$ cat config.mk
export PLATFORM = sky130hd
export DESIGN_NAME = instr_sequencer_flat
export DESIGN_NICKNAME = d
export VERILOG_FILES = /design/src/rtl/instr_sequencer_if.sv /design/src/rtl/instr_sequencer.sv /design/src/flat_wrapper.sv
export SDC_FILE = /design/constraint.sdc
export NUM_CORES = 1
export LEC_CHECK = 0
export CAP_MARGIN = 20
export CORE_AREA = 2 2 68 70
export DETAILED_ROUTE_END_ITERATION = 16
export DIE_AREA = 0 0 70 72
export PLACE_DENSITY_LB_ADDON = 0.05
export SLEW_MARGIN = 40
export SYNTH_ARGS = -nofsm -noshare
export SYNTH_HDL_FRONTEND = slang
export SYNTH_SLANG_ARGS = --single-unit
$ cat constraint.sdc
create_clock -name clk -period 4.9 [get_ports clk]
set_clock_uncertainty 0.2 [all_clocks]
set_input_delay 0.98 -clock clk [delete_from_list [all_inputs] [get_ports clk]]
set_output_delay 0.98 -clock clk [all_outputs]
set_load 0.03 [all_outputs]
$ cat src/rtl/instr_sequencer_if.sv
// instr_sequencer_if: bus between the instruction sequencer (master) and
// the single-bus CPU datapath / RAM side (slave).
interface instr_sequencer_if #(
    parameter int PC_W = 8
);
    logic            run;
    logic [31:0]     instr_in;
    logic [3:0]      flg_in;
    logic [PC_W-1:0] pc;
    logic            fetch;
    logic [31:0]     ir;
    logic            add_bus_sel;
    logic            ram_rw;
    logic            reg_we;
    logic            ldr_sel;
    logic            halted;

    modport master (
        input  run, instr_in, flg_in,
        output pc, fetch, ir, add_bus_sel, ram_rw, reg_we, ldr_sel, halted
    );

    modport slave (
        output run, instr_in, flg_in,
        input  pc, fetch, ir, add_bus_sel, ram_rw, reg_we, ldr_sel, halted
    );
endinterface

$ cat src/rtl/instr_sequencer.sv
// instr_sequencer: multi-cycle fetch/decode/execute/memory/writeback control
// FSM owning the program counter and instruction register.
// Optional feature macro: SEQ_BRANCH_EN -- enables B/BZ branching and the
// latched Z flag; without it opcodes 0xA/0xB behave as NOP.
module instr_sequencer #(
    parameter int              PC_W     = 8,
    parameter logic [PC_W-1:0] RESET_PC = '0
) (
    input  logic              clk,
    input  logic              reset_n,
    instr_sequencer_if.master bus
);
    localparam logic [3:0] OP_LDR  = 4'h8;
    localparam logic [3:0] OP_STR  = 4'h9;
    localparam logic [3:0] OP_HALT = 4'hF;
`ifdef SEQ_BRANCH_EN
    localparam logic [3:0] OP_B    = 4'hA;
    localparam logic [3:0] OP_BZ   = 4'hB;
`endif

    typedef enum logic [2:0] {
        S_IDLE,
        S_FETCH,
        S_DECODE,
        S_EXEC,
        S_MEM,
        S_WB,
        S_HALT
    } state_t;

    state_t          r_state;
    state_t          w_next;
    state_t          w_boundary;
    logic [PC_W-1:0] r_pc;
    logic [31:0]     r_ir;
    logic            r_fetch;
    logic            r_add_bus_sel;
    logic            r_ram_rw;
    logic            r_reg_we;
    logic            r_ldr_sel;
    logic            r_halted;

    logic [3:0]      w_op;
    logic            w_is_alu;
    logic            w_is_ldr;
    logic            w_is_str;
    logic            w_is_halt;
    logic            w_take_branch;
    logic [PC_W-1:0] w_target;

    assign w_op      = r_ir[27:24];
    assign w_is_alu  = ~w_op[3];
    assign w_is_ldr  = (w_op == OP_LDR);
    assign w_is_str  = (w_op == OP_STR);
    assign w_is_halt = (w_op == OP_HALT);
    assign w_target  = PC_W'(r_ir[7:0]);

`ifdef SEQ_BRANCH_EN
    logic r_z;
    logic w_unused_flags;

    assign w_take_branch  = (w_op == OP_B) | ((w_op == OP_BZ) & r_z);
    assign w_unused_flags = ^{bus.flg_in[3], bus.flg_in[1:0]};

    // Z flag captured from the ALU while an ALU op executes; BZ tests it later
    always_ff @(posedge clk) begin
        if (!reset_n) begin
            r_z <= 1'b0;
        end else if (r_state == S_EXEC && w_is_alu) begin
            r_z <= bus.flg_in[2];
        end
    end
`else
    logic w_unused_flags;

    assign w_take_branch  = 1'b0;
    assign w_unused_flags = ^{bus.flg_in, w_target};
`endif

    // Next-state decode; run is consulted only when an instruction ends
    always_comb begin
        w_next     = r_state;
        w_boundary = bus.run ? S_FETCH : S_IDLE;
        case (r_state)
            S_IDLE:   if (bus.run) w_next = S_FETCH;
            S_FETCH:  w_next = S_DECODE;
            S_DECODE: w_next = S_EXEC;
            S_EXEC: begin
                if (w_is_alu)                  w_next = S_WB;
                else if (w_is_ldr || w_is_str) w_next = S_MEM;
                else if (w_is_halt)            w_next = S_HALT;
                else                           w_next = w_boundary;
            end
            S_MEM:    w_next = w_is_ldr ? S_WB : w_boundary;
            S_WB:     w_next = w_boundary;
            S_HALT:   w_next = S_HALT;
            default:  w_next = S_IDLE;
        endcase
    end

    // State register plus strobes registered from the next state so every
    // output changes exactly with the state and never glitches
    always_ff @(posedge clk) begin
        if (!reset_n) begin
            r_state       <= S_IDLE;
            r_fetch       <= 1'b0;
            r_add_bus_sel <= 1'b0;
            r_ram_rw      <= 1'b0;
            r_reg_we      <= 1'b0;
            r_ldr_sel     <= 1'b0;
            r_halted      <= 1'b0;
        end else begin
            r_state       <= w_next;
            r_fetch       <= (w_next == S_FETCH);
            r_add_bus_sel <= (w_next == S_MEM);
            r_ram_rw      <= (w_next == S_MEM) && w_is_str;
            r_reg_we      <= (w_next == S_WB);
            r_ldr_sel     <= (w_next == S_WB) && w_is_ldr;
            r_halted      <= (w_next == S_HALT);
        end
    end

    // PC/IR: latch the instruction and step the PC in FETCH, redirect in EXEC
    always_ff @(posedge clk) begin
        if (!reset_n) begin
            r_pc <= RESET_PC;
            r_ir <= '0;
        end else if (r_state == S_FETCH) begin
            r_ir <= bus.instr_in;
            r_pc <= r_pc + PC_W'(1);
        end else if (r_state == S_EXEC && w_take_branch) begin
            r_pc <= w_target;
        end
    end

    assign bus.pc          = r_pc;
    assign bus.ir          = r_ir;
    assign bus.fetch       = r_fetch;
    assign bus.add_bus_sel = r_add_bus_sel;
    assign bus.ram_rw      = r_ram_rw;
    assign bus.reg_we      = r_reg_we;
    assign bus.ldr_sel     = r_ldr_sel;
    assign bus.halted      = r_halted;
endmodule
$ cat src/flat_wrapper.sv
// flat-port wrapper written by rule: the top's interface ports become plain ports
module instr_sequencer_flat 
#(
    parameter int              PC_W     = 8,
    parameter logic [PC_W-1:0] RESET_PC = '0
)
  (clk, reset_n, bus_run, bus_instr_in, bus_flg_in, bus_pc, bus_fetch, bus_ir, bus_add_bus_sel, bus_ram_rw, bus_reg_we, bus_ldr_sel, bus_halted);
  instr_sequencer_if #(.PC_W(PC_W)) bus_i ();
  input  logic clk;
  input  logic reset_n;
  input wire logic [$bits(bus_i.run)-1:0] bus_run;
  input wire logic [$bits(bus_i.instr_in)-1:0] bus_instr_in;
  input wire logic [$bits(bus_i.flg_in)-1:0] bus_flg_in;
  output wire logic [$bits(bus_i.pc)-1:0] bus_pc;
  output wire logic [$bits(bus_i.fetch)-1:0] bus_fetch;
  output wire logic [$bits(bus_i.ir)-1:0] bus_ir;
  output wire logic [$bits(bus_i.add_bus_sel)-1:0] bus_add_bus_sel;
  output wire logic [$bits(bus_i.ram_rw)-1:0] bus_ram_rw;
  output wire logic [$bits(bus_i.reg_we)-1:0] bus_reg_we;
  output wire logic [$bits(bus_i.ldr_sel)-1:0] bus_ldr_sel;
  output wire logic [$bits(bus_i.halted)-1:0] bus_halted;
  assign bus_i.run = bus_run;
  assign bus_i.instr_in = bus_instr_in;
  assign bus_i.flg_in = bus_flg_in;
  assign bus_pc = bus_i.pc;
  assign bus_fetch = bus_i.fetch;
  assign bus_ir = bus_i.ir;
  assign bus_add_bus_sel = bus_i.add_bus_sel;
  assign bus_ram_rw = bus_i.ram_rw;
  assign bus_reg_we = bus_i.reg_we;
  assign bus_ldr_sel = bus_i.ldr_sel;
  assign bus_halted = bus_i.halted;
  instr_sequencer #(.PC_W(PC_W), .RESET_PC(RESET_PC)) u_core (.clk(clk), .reset_n(reset_n), .bus(bus_i));
endmodule
# Word level (Yosys, flattened, before mapping)
# Index checks and enable logic that the tools add are counted.
[word_totals]
n_memories = 0
rom_bits = 0
ram_bits = 0
reg_bits = 49
in_bits = 39
elab_cells = 34
latchBits = 0
out_inout_bits = 46
[classes]
bitwise = 0
shifts = 0
n_div = 0
muxes = 7
mul = 0
n_addsub = 1
eq_ne = 13
n_reduce_logical = 4
n_lt_le_gt_ge = 0
[op_table]
columns = ["operator", "count"]
rows = [
  ["3-bit one-hot mux with 7 select lines", 1],
  ["3-bit equality test (second input constant)", 6],
  ["3-bit two-way mux", 5],
  ["4-bit equality test (second input constant)", 3],
  ["8-bit by 1-bit adder with 8-bit output (second input constant)", 1],
  ["3-bit by 1-bit equality test with 1-bit output (second input constant)", 2],
  ["3-bit by 2-bit equality test with 1-bit output (second input constant)", 2],
  ["3-bit logical NOT", 1],
  ["1-bit logical AND", 2],
  ["1-bit logical OR", 1],
  ["1-bit two-way mux", 1],
]

# Depth between registers and ports, before layout
[logic_depth]
word_depth = 7
ltp_mapped = 6
depth_no_buf = 4

# Least setup slack after synthesis
# OpenSTA, ideal clock, no wires.
[synth_path]
path_kind = "input to register"
startpoint = "input bus_run"
endpoint = "register u_core.r_add_bus_sel (netlist: u_core.bus.add_bus_sel)"
path_slack_ns = 2.925
arrival_time_ns = 1.714
path_stages = 4
required_ns = 4.639
setup_ns = 0.061
n_path_buf = 0
path_cell_list = "nor2_1 -> a221oi_1 -> a211oi_1 -> and3b_1"
[synth_between]
elab_chain_len = 6
word_cells_on_any_way = 8
classes_between = "eq/ne: 1; mux: 7"
[synth_lines]
columns = ["element", "line", "source"]
rows = [
  ["start: declaration", "flat_wrapper.sv:11", "input wire logic [$bits(bus_i.run)-1:0] bus_run;"],
  ["1-bit two-way mux", "instr_sequencer.sv:83", "w_boundary = bus.run ? S_FETCH : S_IDLE;"],
  ["3-bit two-way mux", "instr_sequencer.sv:91", "else if (w_is_halt) w_next = S_HALT;"],
  ["3-bit two-way mux", "instr_sequencer.sv:90", "else if (w_is_ldr || w_is_str) w_next = S_MEM;"],
  ["3-bit two-way mux", "instr_sequencer.sv:89", "if (w_is_alu) w_next = S_WB;"],
  ["3-bit one-hot mux with 7 select lines (*)", "instr_sequencer.sv:84", "case (r_state)"],
  ["3-bit equality test (*)", "instr_sequencer.sv:115", "r_add_bus_sel <= (w_next == S_MEM);"],
  ["end signal: assignment", "instr_sequencer.sv:115", ""],
  ["end: declaration", "instr_sequencer.sv:37", "logic r_add_bus_sel;"],
]
# Mark *: on every way between the ends. The rest lies on a longest branch, timed or not.
# A chain may end at the register's enable or synchronous reset.

# Worst setup path in the final report
[layout_path]
startpoint = "register u_core.r_ir[27] (netlist: u_core.bus.ir[27])"
endpoint = "output bus_ir[27]"
[layout_rtl]
columns = ["element", "line", "source"]
rows = [
  ["start: declaration", "instr_sequencer.sv:35", "logic [31:0] r_ir;"],
  ["start signal: assignment", "instr_sequencer.sv:129", "r_ir <= bus.instr_in;"],
  ["end: declaration", "flat_wrapper.sv:16", "output wire logic [$bits(bus_i.ir)-1:0] bus_ir;"],
]
# No word-level cell between the ends.

==> run metrics <==
status complete, no violations; DRC 0; MaxCap Viol Count 0; worst r2r dst u_core.bus.pc[7]; CP Launch Type register; Core Region 4264 sq um; Crit Path Category reg -> out; VDD IR-drop max ~0.18 mV; fmax around 0.38 GHz; first-pass GRT wire length slightly above 7000 um; Post-Syn Instances approximately 220; most frequent cell after synthesis nand2_1; Post-CTS Resized 0; Crit. Startpoint u_core.bus.ir[27]; die width ~70 um; area grow syn2layout 50.20%; antenna-violating nets left 0; Hold WC Path Type reg -> reg; final setup TNS 0 ps; RSZ-0062 raised after global routing no; Final #Nets 339; GR Util met1 0.1989; Filler Cells Inserted around 400; synth unique cells 37; Clock Tree Buf Depth 2; largest area contributor in the netlist dfxtp_1; crit path to bus_ir[27]; starting density of the core 0.4319; final setup vio count 0; area share of the largest cell type after synthesis 0.5326; drt total wl 4119 um; FFs w/ async S/R, synth 0; CP cell instances clkdlybuf4s50_1; Worst path depth 1; drt via density between 4 and 5; dominant synthesized flop cell dfxtp_1; TritonCTS clock tree yes; Final period util 0.5413; First DRT Iteration DRCs 75; Die ar. approximately 5000 sq um; Vias ~1700; busiest grt layer met2; WP buf/inv 1; routability cong. around 0.81; Worst slew margin 0.5585; Post-CTS Repair Setup Buffers 0; Post-synth EDFFs 0; fraction of final layout cells sized beyond drive strength 1 0.04667; CTS sink count 49; leakage around 0.00097 uW; drt first pass iters 4; worst reg2reg setup slack 2990 ps; total I/O pin count 85; Worst EP required 3720 ps; Critical Path Sink Type output pin; H-tree lvl count 2; Overflow after GRT 0; Die Span Y between 70 and 80 um; Synthesized Nets 262; Worst Tran Pin Value between 600 and 700 ps; sequential area share after synthesis 0.5326; Synth top cells by count 69 x nand2_1, 49 x dfxtp_1, 35 x a21oi_1, 10 x nor2_1, 7 x clkbuf_1; critical path data arrival time ~1500 ps; top cells by area, synth dfxtp_1 53%, nand2_1 14%, a21oi_1 9.5%; CP max stage delay ~720 ps; total CTS buffers 5; antenna cells 0; M3 GR Usage 0.08333; FF+latch count, synth 49; port bufs 80; initial antenna violation count 0; row count 24; Worst-path clk slew about 80 ps; CTS Root Cell clkbuf_8; Max Transition Viols Final 0; Period minus WS final between 2000 and 3000 ps; CP max-delay cell clkdlybuf4s50_1; Hold Buf Count CTS 0; total power draw 844.3 uW; Ys Warns 0; met2 Resource Use GR 0.2868; Final Hold Fails 0; gr usage total 0.1743; drt wl/cell roughly 12 um; Power Density 305.2 nW/um^2; largest net degree at the start of global routing 42; R2R depth 5; synthesized cell area 1842 sq um; worst-path fanout max 8; detailed placement HPWL between 2000 and 3000 um; vias in the first global route approximately 1600; Avg Cell Area, Syn between 8 and 9 sq um; r2r startpoint u_core.r_state[1]; Worst-Skew Late Latency roughly 290 ps; crit-path leading delay family buffers and inverters
layout by cell type, fill, tap and decap left out, types with 2 or more instances in the layout:
cell             synthesis  final
a21oi_1                 35     35
a221oi_1                 2      2
and2_1                   3      3
buf_4                    0      3
clkbuf_1                 7      3
clkbuf_8                 0      5
clkdlybuf4s50_1          0     80
dfxtp_1                 49     49
nand2_1                 69     69
nand2b_1                 2      2
nand3_1                  3      3
nand4_1                  4      4
nor2_1                  10     10
nor3_1                   4      4
xnor2_1                  3      3
xor2_1                   3      3
power breakdown:
| part | internal, uW | switching, uW | total [uW] |
|---|---|---|---|
| combinational | 83.6 | 100 | 184 |
| clock | 102 | 120 | 222 |
| sequential | 421 | 17.8 | 439 |
per-stage QoR:
stage / std cells / cell area, sq um / util / hold slack (ps) / worst slack (ps)
finish: 352 / 2766 / 0.6488 / 254.5 / 2247
global route: 352 / 2766 / 0.6488 / 276.6 / 2163
CTS: 352 / 2766 / 0.6488 / 256.3 / 2236
detailed placement: 344 / 2686 / 0.6300 / 246.2 / 2325
global placement: 344 / 2680 / 0.6285 / 241.1 / 2286
floorplan: 222 / 1842 / - / 380.5 / 2925
state kept, by name, indices dropped and copies added (netlist names):
| signal | cells |
|---|---|
| u_core.bus.pc | 8 |
| u_core.bus.ir | 32 |
| u_core.bus.reg_we | 1 |
| u_core.bus.fetch | 1 |
| u_core.bus.ram_rw | 1 |
| u_core.bus.add_bus_sel | 1 |
| u_core.bus.ldr_sel | 1 |
| u_core.r_state | 3 |
| u_core.bus.halted | 1 |
how the worst min path moves through the flow:
stage                        end              start  slack, ps  depth (start not counted)
6_report        u_core.bus.ir[6]   u_core.bus.ir[6]        250                          2
5_1_grt        u_core.bus.ir[22]  u_core.bus.ir[22]        280                          2
4_1_cts        u_core.bus.ir[17]  u_core.bus.ir[17]        260                          2
3_5_place_dp   u_core.bus.ir[17]  u_core.bus.ir[17]        250                          2
3_3_place_gp   u_core.bus.ir[17]  u_core.bus.ir[17]        240                          2
2_1_floorplan   u_core.bus.ir[3]   u_core.bus.ir[3]        380                          2
worst min-delay path: cells and delay by family, from the launching register on:
family | cells | cell delay [ps]
DFF | 1 | 310
and+or+nand+nor | 1 | 50
AOI/OAI and AO/OA | 1 | 50
cell families (layout without fill, tap and decap cells):
family / count (synthesis) / count (layout) / synth area share
and+or+nand+nor: 108 / 108 / 0.2677
DFF: 49 / 49 / 0.5326
AOI/OAI and AO/OA: 43 / 43 / 0.1304
buffers and inverters: 15 / 93 / 0.03396
xor gates and xnor gates: 6 / 6 / 0.02854
adders and majority gates: 1 / 1 / 0.006792
final cells by class:
class	instances	area, sq um	share of cell area
Multi-Input combinational cell	158	809.5	0.2926
Sequential cell	49	980.9	0.3546
Tap cell	52	65.06	0.02352
Inverter	2	7.507	0.002714
Clock buffer	8	80.08	0.02895
Timing Repair Buffer	83	823.3	0.2976
per-layer routing:
metal  share of wire  routed length, um
met2            0.45               1869
met4           0.018                 76
met3           0.095                393
met5               0                  0
met1            0.43               1779
(Power assumes the default switching activity.)
